<file path="src/rtl/rv32_bus_pkg.sv">
// Shared types and widths for the rv32 memory bus arbiter.
package rv32_bus_pkg;

  localparam int ADDR_W = 32;
  localparam int DATA_W = 32;
  localparam int MASK_W = 4;

  typedef enum logic [1:0] {
    ARB_IDLE  = 2'd0,
    ARB_INSTR = 2'd1,
    ARB_DATA  = 2'd2
  } arb_state_t;

  typedef enum logic {
    OWNER_INSTR = 1'b0,
    OWNER_DATA  = 1'b1
  } owner_t;

endpackage

</file>
<file path="src/rtl/rv32_bus_timeout.sv">
// Cycle counter that flags a granted transaction that has waited TIMEOUT cycles.
module rv32_bus_timeout #(
  parameter int TIMEOUT = 255
) (
  input  logic clk,
  input  logic reset,
  input  logic clear,
  input  logic enable,
  output logic expired
);

  localparam int CW = (TIMEOUT > 0) ? $clog2(TIMEOUT + 1) : 1;
  localparam logic [CW-1:0] LAST = (TIMEOUT > 0) ? CW'(TIMEOUT - 1) : '0;

  logic [CW-1:0] count_q, count_d;

  // Counting stops once expired so the counter can never wrap.
  always_comb begin
    count_d = count_q;
    if (clear) begin
      count_d = '0;
    end else if (enable && !expired && (TIMEOUT != 0)) begin
      count_d = count_q + 1'b1;
    end
  end

  assign expired = (TIMEOUT != 0) && enable && (count_q == LAST);

  always_ff @(posedge clk) begin
    if (reset) begin
      count_q <= '0;
    end else begin
      count_q <= count_d;
    end
  end

endmodule

</file>
<file path="src/rtl/rv32_mem_arbiter.sv">
// Round-robin arbiter sharing one registered memory port between fetch and data.
module rv32_mem_arbiter
  import rv32_bus_pkg::*;
#(
  parameter int TIMEOUT = 255
) (
  input  logic              clk,
  input  logic              reset,
  input  logic [ADDR_W-1:0] instr_address_in,
  input  logic              instr_read_in,
  output logic [DATA_W-1:0] instr_read_value_out,
  output logic              instr_ready_out,
  output logic              instr_fault_out,
  input  logic [ADDR_W-1:0] data_address_in,
  input  logic              data_read_in,
  input  logic              data_write_in,
  input  logic [MASK_W-1:0] data_write_mask_in,
  input  logic [DATA_W-1:0] data_write_value_in,
  output logic [DATA_W-1:0] data_read_value_out,
  output logic              data_ready_out,
  output logic              data_fault_out,
  output logic [ADDR_W-1:0] mem_address_out,
  output logic              mem_read_out,
  output logic              mem_write_out,
  output logic [MASK_W-1:0] mem_write_mask_out,
  output logic [DATA_W-1:0] mem_write_value_out,
  input  logic [DATA_W-1:0] mem_read_value_in,
  input  logic              mem_ready_in,
  output logic [1:0]        owner_out
);

  arb_state_t        state_q, state_d;
  owner_t            last_grant_q, last_grant_d;
  logic [ADDR_W-1:0] address_q, address_d;
  logic              read_q, read_d;
  logic              write_q, write_d;
  logic [MASK_W-1:0] mask_q, mask_d;
  logic [DATA_W-1:0] value_q, value_d;

  logic data_req;
  logic grant_instr;
  logic grant_data;
  logic active;
  logic expired;
  logic done;

  assign data_req = data_read_in | data_write_in;
  assign active   = (state_q != ARB_IDLE);
  assign done     = active && (mem_ready_in || expired);

  // On a tie the master that did not win last time gets the bus.
  always_comb begin
    grant_instr = 1'b0;
    grant_data  = 1'b0;
    if (state_q == ARB_IDLE) begin
      if (instr_read_in && data_req) begin
        grant_instr = (last_grant_q == OWNER_DATA);
        grant_data  = (last_grant_q == OWNER_INSTR);
      end else begin
        grant_instr = instr_read_in;
        grant_data  = data_req;
      end
    end
  end

  always_comb begin
    state_d      = state_q;
    last_grant_d = last_grant_q;
    address_d    = address_q;
    read_d       = read_q;
    write_d      = write_q;
    mask_d       = mask_q;
    value_d      = value_q;
    if (grant_instr) begin
      state_d      = ARB_INSTR;
      last_grant_d = OWNER_INSTR;
      address_d    = instr_address_in;
      read_d       = 1'b1;
      write_d      = 1'b0;
      mask_d       = '0;
      value_d      = '0;
    end else if (grant_data) begin
      state_d      = ARB_DATA;
      last_grant_d = OWNER_DATA;
      address_d    = data_address_in;
      read_d       = data_read_in;
      write_d      = data_write_in;
      mask_d       = data_write_mask_in;
      value_d      = data_write_value_in;
    end else if (done) begin
      state_d = ARB_IDLE;
      read_d  = 1'b0;
      write_d = 1'b0;
    end
  end

  always_ff @(posedge clk) begin
    if (reset) begin
      state_q      <= ARB_IDLE;
      last_grant_q <= OWNER_DATA;
      address_q    <= '0;
      read_q       <= 1'b0;
      write_q      <= 1'b0;
      mask_q       <= '0;
      value_q      <= '0;
    end else begin
      state_q      <= state_d;
      last_grant_q <= last_grant_d;
      address_q    <= address_d;
      read_q       <= read_d;
      write_q      <= write_d;
      mask_q       <= mask_d;
      value_q      <= value_d;
    end
  end

  // A same-cycle slave ready suppresses the timeout via the enable.
  rv32_bus_timeout #(
    .TIMEOUT(TIMEOUT)
  ) u_timeout (
    .clk    (clk),
    .reset  (reset),
    .clear  (grant_instr | grant_data),
    .enable (active && !mem_ready_in),
    .expired(expired)
  );

  assign instr_ready_out      = done && (state_q == ARB_INSTR);
  assign instr_fault_out      = expired && (state_q == ARB_INSTR);
  assign instr_read_value_out = instr_fault_out ? '0 : mem_read_value_in;
  assign data_ready_out       = done && (state_q == ARB_DATA);
  assign data_fault_out       = expired && (state_q == ARB_DATA);
  assign data_read_value_out  = data_fault_out ? '0 : mem_read_value_in;

  assign mem_address_out     = address_q;
  assign mem_read_out        = read_q;
  assign mem_write_out       = write_q;
  assign mem_write_mask_out  = mask_q;
  assign mem_write_value_out = value_q;
  assign owner_out           = state_q;

endmodule

</file>
<file path="config.mk">
export PLATFORM = sky130hd
export DESIGN_NAME = rv32_mem_arbiter
export DESIGN_NICKNAME = d
export VERILOG_FILES = /design/src/rtl/rv32_bus_pkg.sv /design/src/rtl/rv32_bus_timeout.sv /design/src/rtl/rv32_mem_arbiter.sv
export SDC_FILE = /design/constraint.sdc
export NUM_CORES = 1
export LEC_CHECK = 0
export ABC_AREA = 1
export BUFFER_PORTS_ARGS = -buffer_cell sky130_fd_sc_hd__buf_4
export CAP_MARGIN = 5
export CORE_ASPECT_RATIO = 2
export CORE_MARGIN = 4
export CORE_UTILIZATION = 35
export DETAILED_ROUTE_END_ITERATION = 10
export GPL_TIMING_DRIVEN = 0
export PLACE_DENSITY = 0.72
export SLEW_MARGIN = 20
export SYNTH_ARGS = -nofsm -noshare
export SYNTH_HDL_FRONTEND = slang
export SYNTH_HIERARCHICAL = 1
export SYNTH_SLANG_ARGS = --single-unit
</file>
<file path="constraint.sdc">
create_clock -name clk -period 1.7 [get_ports clk]
set_input_delay 0.34 -clock clk [delete_from_list [all_inputs] [get_ports clk]]
set_output_delay 0.34 -clock clk [all_outputs]
set_load 0.02 [all_outputs]
</file>
==> impl_metrics.env, run 1 <==
export IMPL_outcome="complete, but fails checks"
export IMPL_violations="negative setup slack"
export IMPL_min_period_ns=2.19
export IMPL_synth_cells=677
export IMPL_finalCritPeriodShare=1.29
export IMPL_gr_total_overflow=0
export IMPL_layout_setup_ws_ns=-0.493
export IMPL_htreeDepth=3
export IMPL_worst_setup_path_type="flip-flop to primary output"
export IMPL_drt_pass1_iterations=5
export IMPL_worst_pin_slew_ns=0.574
export IMPL_hold_buffers=0
export IMPL_cts_tree="built"
export IMPL_clock_skew_ns=0.0102
export IMPL_start_util=0.356
export IMPL_synth_nets=817
export IMPL_worst_path_max_delay_cell="dfxtp_4"
export IMPL_wl_mm=17.1
export IMPL_num_vias=5342
export IMPL_ir_worst_vdd_uv=1040
export IMPL_io_pins=278
export IMPL_finalMaxSlewViolations=0
export IMPL_clk_insertion_delay_late_ns=0.33
export IMPL_coreArea_um2=11600
export IMPL_worst_setup_path_start_kind="flip-flop"
export IMPL_finalPower_mw=6.83
export IMPL_max_slew_margin=0.618
export IMPL_cap_violations=0
export IMPL_hold_class="input port to flip-flop"
export IMPL_rows=56
export IMPL_yosys_register_bits=81
export IMPL_powerDensity_nw_per_um2=906
export IMPL_ys_warn_count=6
export IMPL_final_common_cell="buf_4"
export IMPL_dp_hpwl_mm=13.0
export IMPL_antenna_cells=0
export IMPL_synthTopCellsByArea="dfxtp_1 39%, nand2_1 23%, nand3_1 8.2%, inv_1 7.9%, nor2_1 7.3%"
export IMPL_numClockSinks=81
export IMPL_place_congestion=0.896
export IMPL_grt_pass1_vias=5296
export IMPL_timing_fmax_ghz=0.456
export IMPL_grt_max_degree=14
export IMPL_via_per_inst=4.73
export IMPL_fp_dieH_um=162
export IMPL_cp_max_fo=7
export IMPL_end_kind="primary output"
export IMPL_syn_area_um2=4150
export IMPL_setup_violations=68
export IMPL_ant_nets=0
export IMPL_cp_slowest_stage_delay_ns=0.36
export IMPL_cp_cell_sequence="inv_4 > ha_4 > inv_2 > nor2_4 > nand2_4 > nor2_4 > inv_4 > nor2_4 > inv_4 > clkbuf_16 > nand2_4 > inv_2 > buf_4"
export IMPL_wl_per_cell_um=15.1
export IMPL_n_fill_cell=1090
export IMPL_first_iter_violations=253
export IMPL_synthToLayoutAreaGrowth_pct=81.8
export IMPL_drc_errors=0
export IMPL_antenna_found_initial=0
export IMPL_clockBufferDepth=2
export IMPL_layout_drive_gt1_share=0.494
export IMPL_grt_usage=0.241
export IMPL_cp_required_ns=1.36
export IMPL_p_leak_nw=4.02
export IMPL_synth_top_cell_by_area="dfxtp_1"
export IMPL_io_buffer_count=277
export IMPL_yosysSeqAreaShare=0.391
export IMPL_layout_common_cells="250 x buf_4, 203 x nand2_1, 76 x dfxtp_1, 72 x nor2_1, 68 x nand3_1"
export IMPL_die_area_um2=13800
export IMPL_grt_pass1_wl_mm=26.3
export IMPL_cts_root_buf="clkbuf_16"
export IMPL_avgSynthCellArea_um2=6.12
export IMPL_grt_setup_unrepaired="yes"
export IMPL_crit_arrival_ns=1.85
export IMPL_cts_buffers=9
export IMPL_final_util=0.648
export IMPL_synthDistinctLibCells=22
export IMPL_fp_dieW_um=85.0
export IMPL_final_hold_viol_count=0
export IMPL_nets=1122
export IMPL_hold_ws_ns=0.227
export IMPL_netlist_area_leader_share=0.391
export IMPL_fin_tns_setup_ns=-29.46
export IMPL_path_clk_slew_ns=0.06
-- final timing paths --
check | start | endpoint | slack [ns] | cells past startpoint
setup / recovery | u_timeout/count_q[0] | instr_read_value_out[22] | -0.49 | 13
setup reg to reg | u_timeout/count_q[0] | owner_out[1] | 0 | 15
hold reg to reg | mem_write_value_out[1] | mem_write_value_out[1] | 0.46 | 2
hold / removal | data_address_in[6] | mem_address_out[6] | 0.23 | 3
-- report_power, final --
| part | switching, mW | leakage, nW | internal, mW |
|---|---|---|---|
| clock network | 0.770 | 0.162 | 1.42 |
| registers | 0.129 | 0.668 | 2.11 |
| logic | 1.38 | 3.19 | 1.01 |
| total | 2.28 | 4.02 | 4.55 |
-- worst max-delay path: cells and delay by family (launching register included) --
kind / cells / cell delay [ns]
AND/OR/NAND/NOR: 5 / 0.44
adder cells (fa/ha/maj): 1 / 0.13
buffers and inverters: 7 / 0.58
flip-flops: 1 / 0.36
-- metal layers --
metal,GRT usage,vias to the layer above,share of wire
met5,0,-,0
met3,0.0518,37,0.080
met2,0.472,249,0.56
met1,0.230,2398,0.32
li1,-,2658,-
met4,0.108,0,0.042
-- through the flow --
stage | setup slack, ns | cells | cell area [um^2]
3_5_place_dp | -0.301 | 1099 | 6550
3_3_place_gp | -0.290 | 1099 | 6550
4_1_cts | -0.502 | 1125 | 7400
6_report | -0.493 | 1130 | 7540
5_1_grt | -0.573 | 1130 | 7540
2_1_floorplan | -0.0544 | 677 | 4290
-- layout make-up --
cell class	instances	area [um^2]	share of cell area
timing repair buffer	295	2410	0.320
tap	145	181	0.0241
clock inverter	5	105	0.0139
buffer	34	304	0.0403
inverter	91	364	0.0483
clock buffer	9	225	0.0299
multi-input combinational	470	2300	0.306
sequential	81	1640	0.217
-- flip-flops by register name, indices dropped and copies added, names as in the netlist --
name                 count
mem_write_out            1
u_timeout/count_q        8
last_grant_q             1
mem_read_out             1
mem_write_value_out     32
owner_out                2
mem_write_mask_out       4
mem_address_out         32
-- cell usage after synthesis --
master    instances
dfxtp_1          81
xor2_1            1
buf_2            13
buf_4             3
nand2_1         254
nand3_2           1
inv_2             3
clkbuf_1         18
o21ai_0           3
nor2_4            4
inv_1            87
inv_4             1
nor2_1           81
a21oi_1          42
ha_1              2
nand2_2           4
nand2_4           3
buf_1             1
nand3_1          68
xnor2_1           2
o211ai_1          1
nand4_1           4
-- cells by family after synthesis --
family / share of synthesized area
compound gates: 0.0561
xor+xnor: 0.00634
fa+ha+maj: 0.00604
buf+inv: 0.121
flops: 0.391
simple gates: 0.419
-- timing repair --
action,in CTS,in global routing
gates resized for setup,107,44
pin swaps,5,5
cloned,4,0
endpoints found under the setup margin,74,126
buffers inserted,8,8
(Power assumes the default switching activity.)
==> run 2: changes to the inputs <==
- BUFFER_PORTS_ARGS: -buffer_cell sky130_fd_sc_hd__buf_4 -> default
- CORE_AREA: default -> 4 4 104 106
- CORE_ASPECT_RATIO: 2 -> default
- CORE_MARGIN: 4 -> default
- CORE_UTILIZATION: 35 -> default
- DIE_AREA: default -> 0 0 108 110
- DONT_BUFFER_PORTS: default -> 1
- PLACE_DENSITY: 0.72 -> default
- REMOVE_ABC_BUFFERS: default -> 1
==> run 2 against run 1 <==
Net effect: highest routed layer unchanged; combinational power fell by 27%; worst setup slack got worse by 0.30 ns; die area fell by 14%; total power fell by 14%; the flow still finishes with violations (negative setup slack); final cell count fell by 25%.
==> impl_metrics.env, run 2 (same netlist as run 1, synthesis figures left out) <==
export IMPL_outcome="complete, but fails checks"
export IMPL_violations="negative setup slack"
export IMPL_io_buffer_count=0
export IMPL_swShare=0.385
export IMPL_worst_r2r_endpoint="mem_address_out[1]"
export IMPL_crit_arrival_ns=2.15
export IMPL_timing_fmax_ghz=0.401
export IMPL_p_switching_mw=2.25
export IMPL_nets=845
export IMPL_p_seq_frac=0.434
export IMPL_p_leak_nw=2.62
export IMPL_synthToLayoutAreaGrowth_pct=36.4
export IMPL_fp_dieW_um=108
export IMPL_cap_violations=0
export IMPL_combPwrFrac=0.300
export IMPL_grt_pass1_wl_mm=21.7
export IMPL_drt_pass1_iterations=5
export IMPL_antenna_cells=0
export IMPL_numClockSinks=81
export IMPL_min_delay_start="reset"
export IMPL_setup_violations=86
export IMPL_placed_area_um2=4160
export IMPL_clkPwrFrac=0.266
export IMPL_final_area_um2=5650
export IMPL_layout_setup_ws_ns=-0.793
export IMPL_fp_dieH_um=110
export IMPL_wl_mm=16.0
export IMPL_htreeDepth=3
export IMPL_wl_per_cell_um=19.0
export IMPL_end_kind="primary output"
export IMPL_rows=36
export IMPL_place_congestion=0.766
export IMPL_max_slew_margin=0.586
export IMPL_layout_drive_gt1_share=0.335
export IMPL_path_clk_slew_ns=0.08
export IMPL_ir_worst_vdd_uv=630
export IMPL_dp_hpwl_mm=9.66
export IMPL_hold_class="input port to flip-flop"
export IMPL_num_vias=4419
export IMPL_cts_root_buf="clkbuf_8"
export IMPL_first_iter_violations=352
export IMPL_powerDensity_nw_per_um2=1030
export IMPL_cts_tree="built"
export IMPL_grt_usage=0.235
export IMPL_drc_errors=0
export IMPL_cp_max_fo=8
export IMPL_grt_max_degree=39
export IMPL_ant_nets=0
export IMPL_grt_setup_unrepaired="yes"
export IMPL_io_pins=278
export IMPL_final_common_cell="nand2_1"
export IMPL_cp_required_ns=1.36
export IMPL_crit_reg2reg_launch="owner_out[1]"
export IMPL_r2r_cells=11
export IMPL_die_area_um2=11900
export IMPL_hold_depth=1
export IMPL_clk_insertion_delay_late_ns=0.35
export IMPL_reg2reg_slack_ns=-0.06
export IMPL_worst_pin_slew_ns=0.619
export IMPL_worst_setup_path_start_kind="flip-flop"
export IMPL_hold_end="owner_out[0]"
export IMPL_clockBufferDepth=2
export IMPL_n_fill_cell=903
export IMPL_cts_buffers=9
export IMPL_coreArea_um2=9770
export IMPL_finalPower_mw=5.84
export IMPL_p_int_mw=3.59
export IMPL_worst_setup_path_type="flip-flop to primary output"
export IMPL_finalMaxSlewViolations=0
export IMPL_via_per_inst=5.24
export IMPL_min_period_ns=2.49
export IMPL_finalCritPeriodShare=1.47
export IMPL_gr_total_overflow=0
export IMPL_final_hold_viol_count=0
export IMPL_layout_common_cells="200 x nand2_1, 75 x dfxtp_1, 67 x nor2_1, 62 x nand3_1, 43 x nand2_4"
export IMPL_antenna_found_initial=0
export IMPL_clock_skew_ns=0.00683
export IMPL_start_util=0.424
export IMPL_grt_pass1_vias=4192
[run 2: worst max path at each step]
stage	from	to	slack [ns]	depth (start not counted)
2_1_floorplan	owner_out[0]	data_read_value_out[0]	-0.79	9
3_3_place_gp	owner_out[0]	u_timeout/count_q[2]	-1.58	6
3_5_place_dp	owner_out[0]	data_read_value_out[24]	-1.30	9
4_1_cts	u_timeout/count_q[0]	instr_read_value_out[24]	-0.74	12
5_1_grt	u_timeout/count_q[0]	instr_read_value_out[1]	-0.88	12
6_report	u_timeout/count_q[0]	instr_read_value_out[23]	-0.79	12
[run 2: power by group through the flow]
stage	clock network [mW]	registers, mW	logic, mW
5_1_grt	1.68	2.56	1.93
6_report	1.55	2.54	1.75
2_1_floorplan	0	2.51	0.878
3_3_place_gp	0	2.58	1.09
4_1_cts	1.59	2.54	1.35
3_5_place_dp	0	2.58	1.11
[run 2: critical path: stages, from the launching register on]
cell and delay (ns):
dfxtp_2 0.33, inv_2 0.07, ha_4 0.14, inv_2 0.04, nor2_4 0.09, nand2_4 0.07
nor2_4 0.10, inv_4 0.06, nor2_4 0.29, clkinvlp_4 0.25, clkbuf_16 0.22, nand2_1 0.08
inv_2 0.07
[run 2: layer usage]
layer | part of all wire | track usage | up-vias
li1 | - | - | 2122
met3 | 0.098 | 0.0728 | 27
met1 | 0.35 | 0.241 | 2041
met4 | 0.027 | 0.106 | 0
met5 | 0 | 0 | -
met2 | 0.52 | 0.439 | 229
[run 2: per-stage QoR]
stage / worst slack (ns) / TNS (ns) / hold WS [ns] / utilization / std cells
floorplan: -0.795 / -87.09 / 0.409 / - / 642
global placement: -1.58 / -186.75 / 0.416 / 0.425 / 775
detailed placement: -1.30 / -157.38 / 0.417 / 0.426 / 775
CTS: -0.744 / -42.85 / 0.0282 / 0.526 / 817
global route: -0.879 / -54.42 / 0.0169 / 0.578 / 843
finish: -0.793 / -46.71 / 0.0473 / 0.578 / 843
[run 2: area by class of cell]
| class | instances | area, um^2 | share of cell area |
|---|---|---|---|
| Multi-Input combinational cell | 476 | 2610 | 0.462 |
| Sequential cell | 81 | 1630 | 0.289 |
| Timing Repair Buffer | 42 | 504 | 0.0892 |
| Inverter | 91 | 474 | 0.0839 |
| Tap cell | 133 | 166 | 0.0294 |
| Clock buffer | 10 | 128 | 0.0226 |
| Clock inverter | 6 | 91.3 | 0.0162 |
| Timing Repair inverter | 4 | 42.5 | 0.00752 |
[run 2: what timing repair did]
item                       in CTS  in global routing
gates resized for setup       227                 76
buffers inserted               19                 20
setup endpoints to repair     149                148
hold buffers                    0                  0
pin swaps                      10                 14
cloned                          7                  6
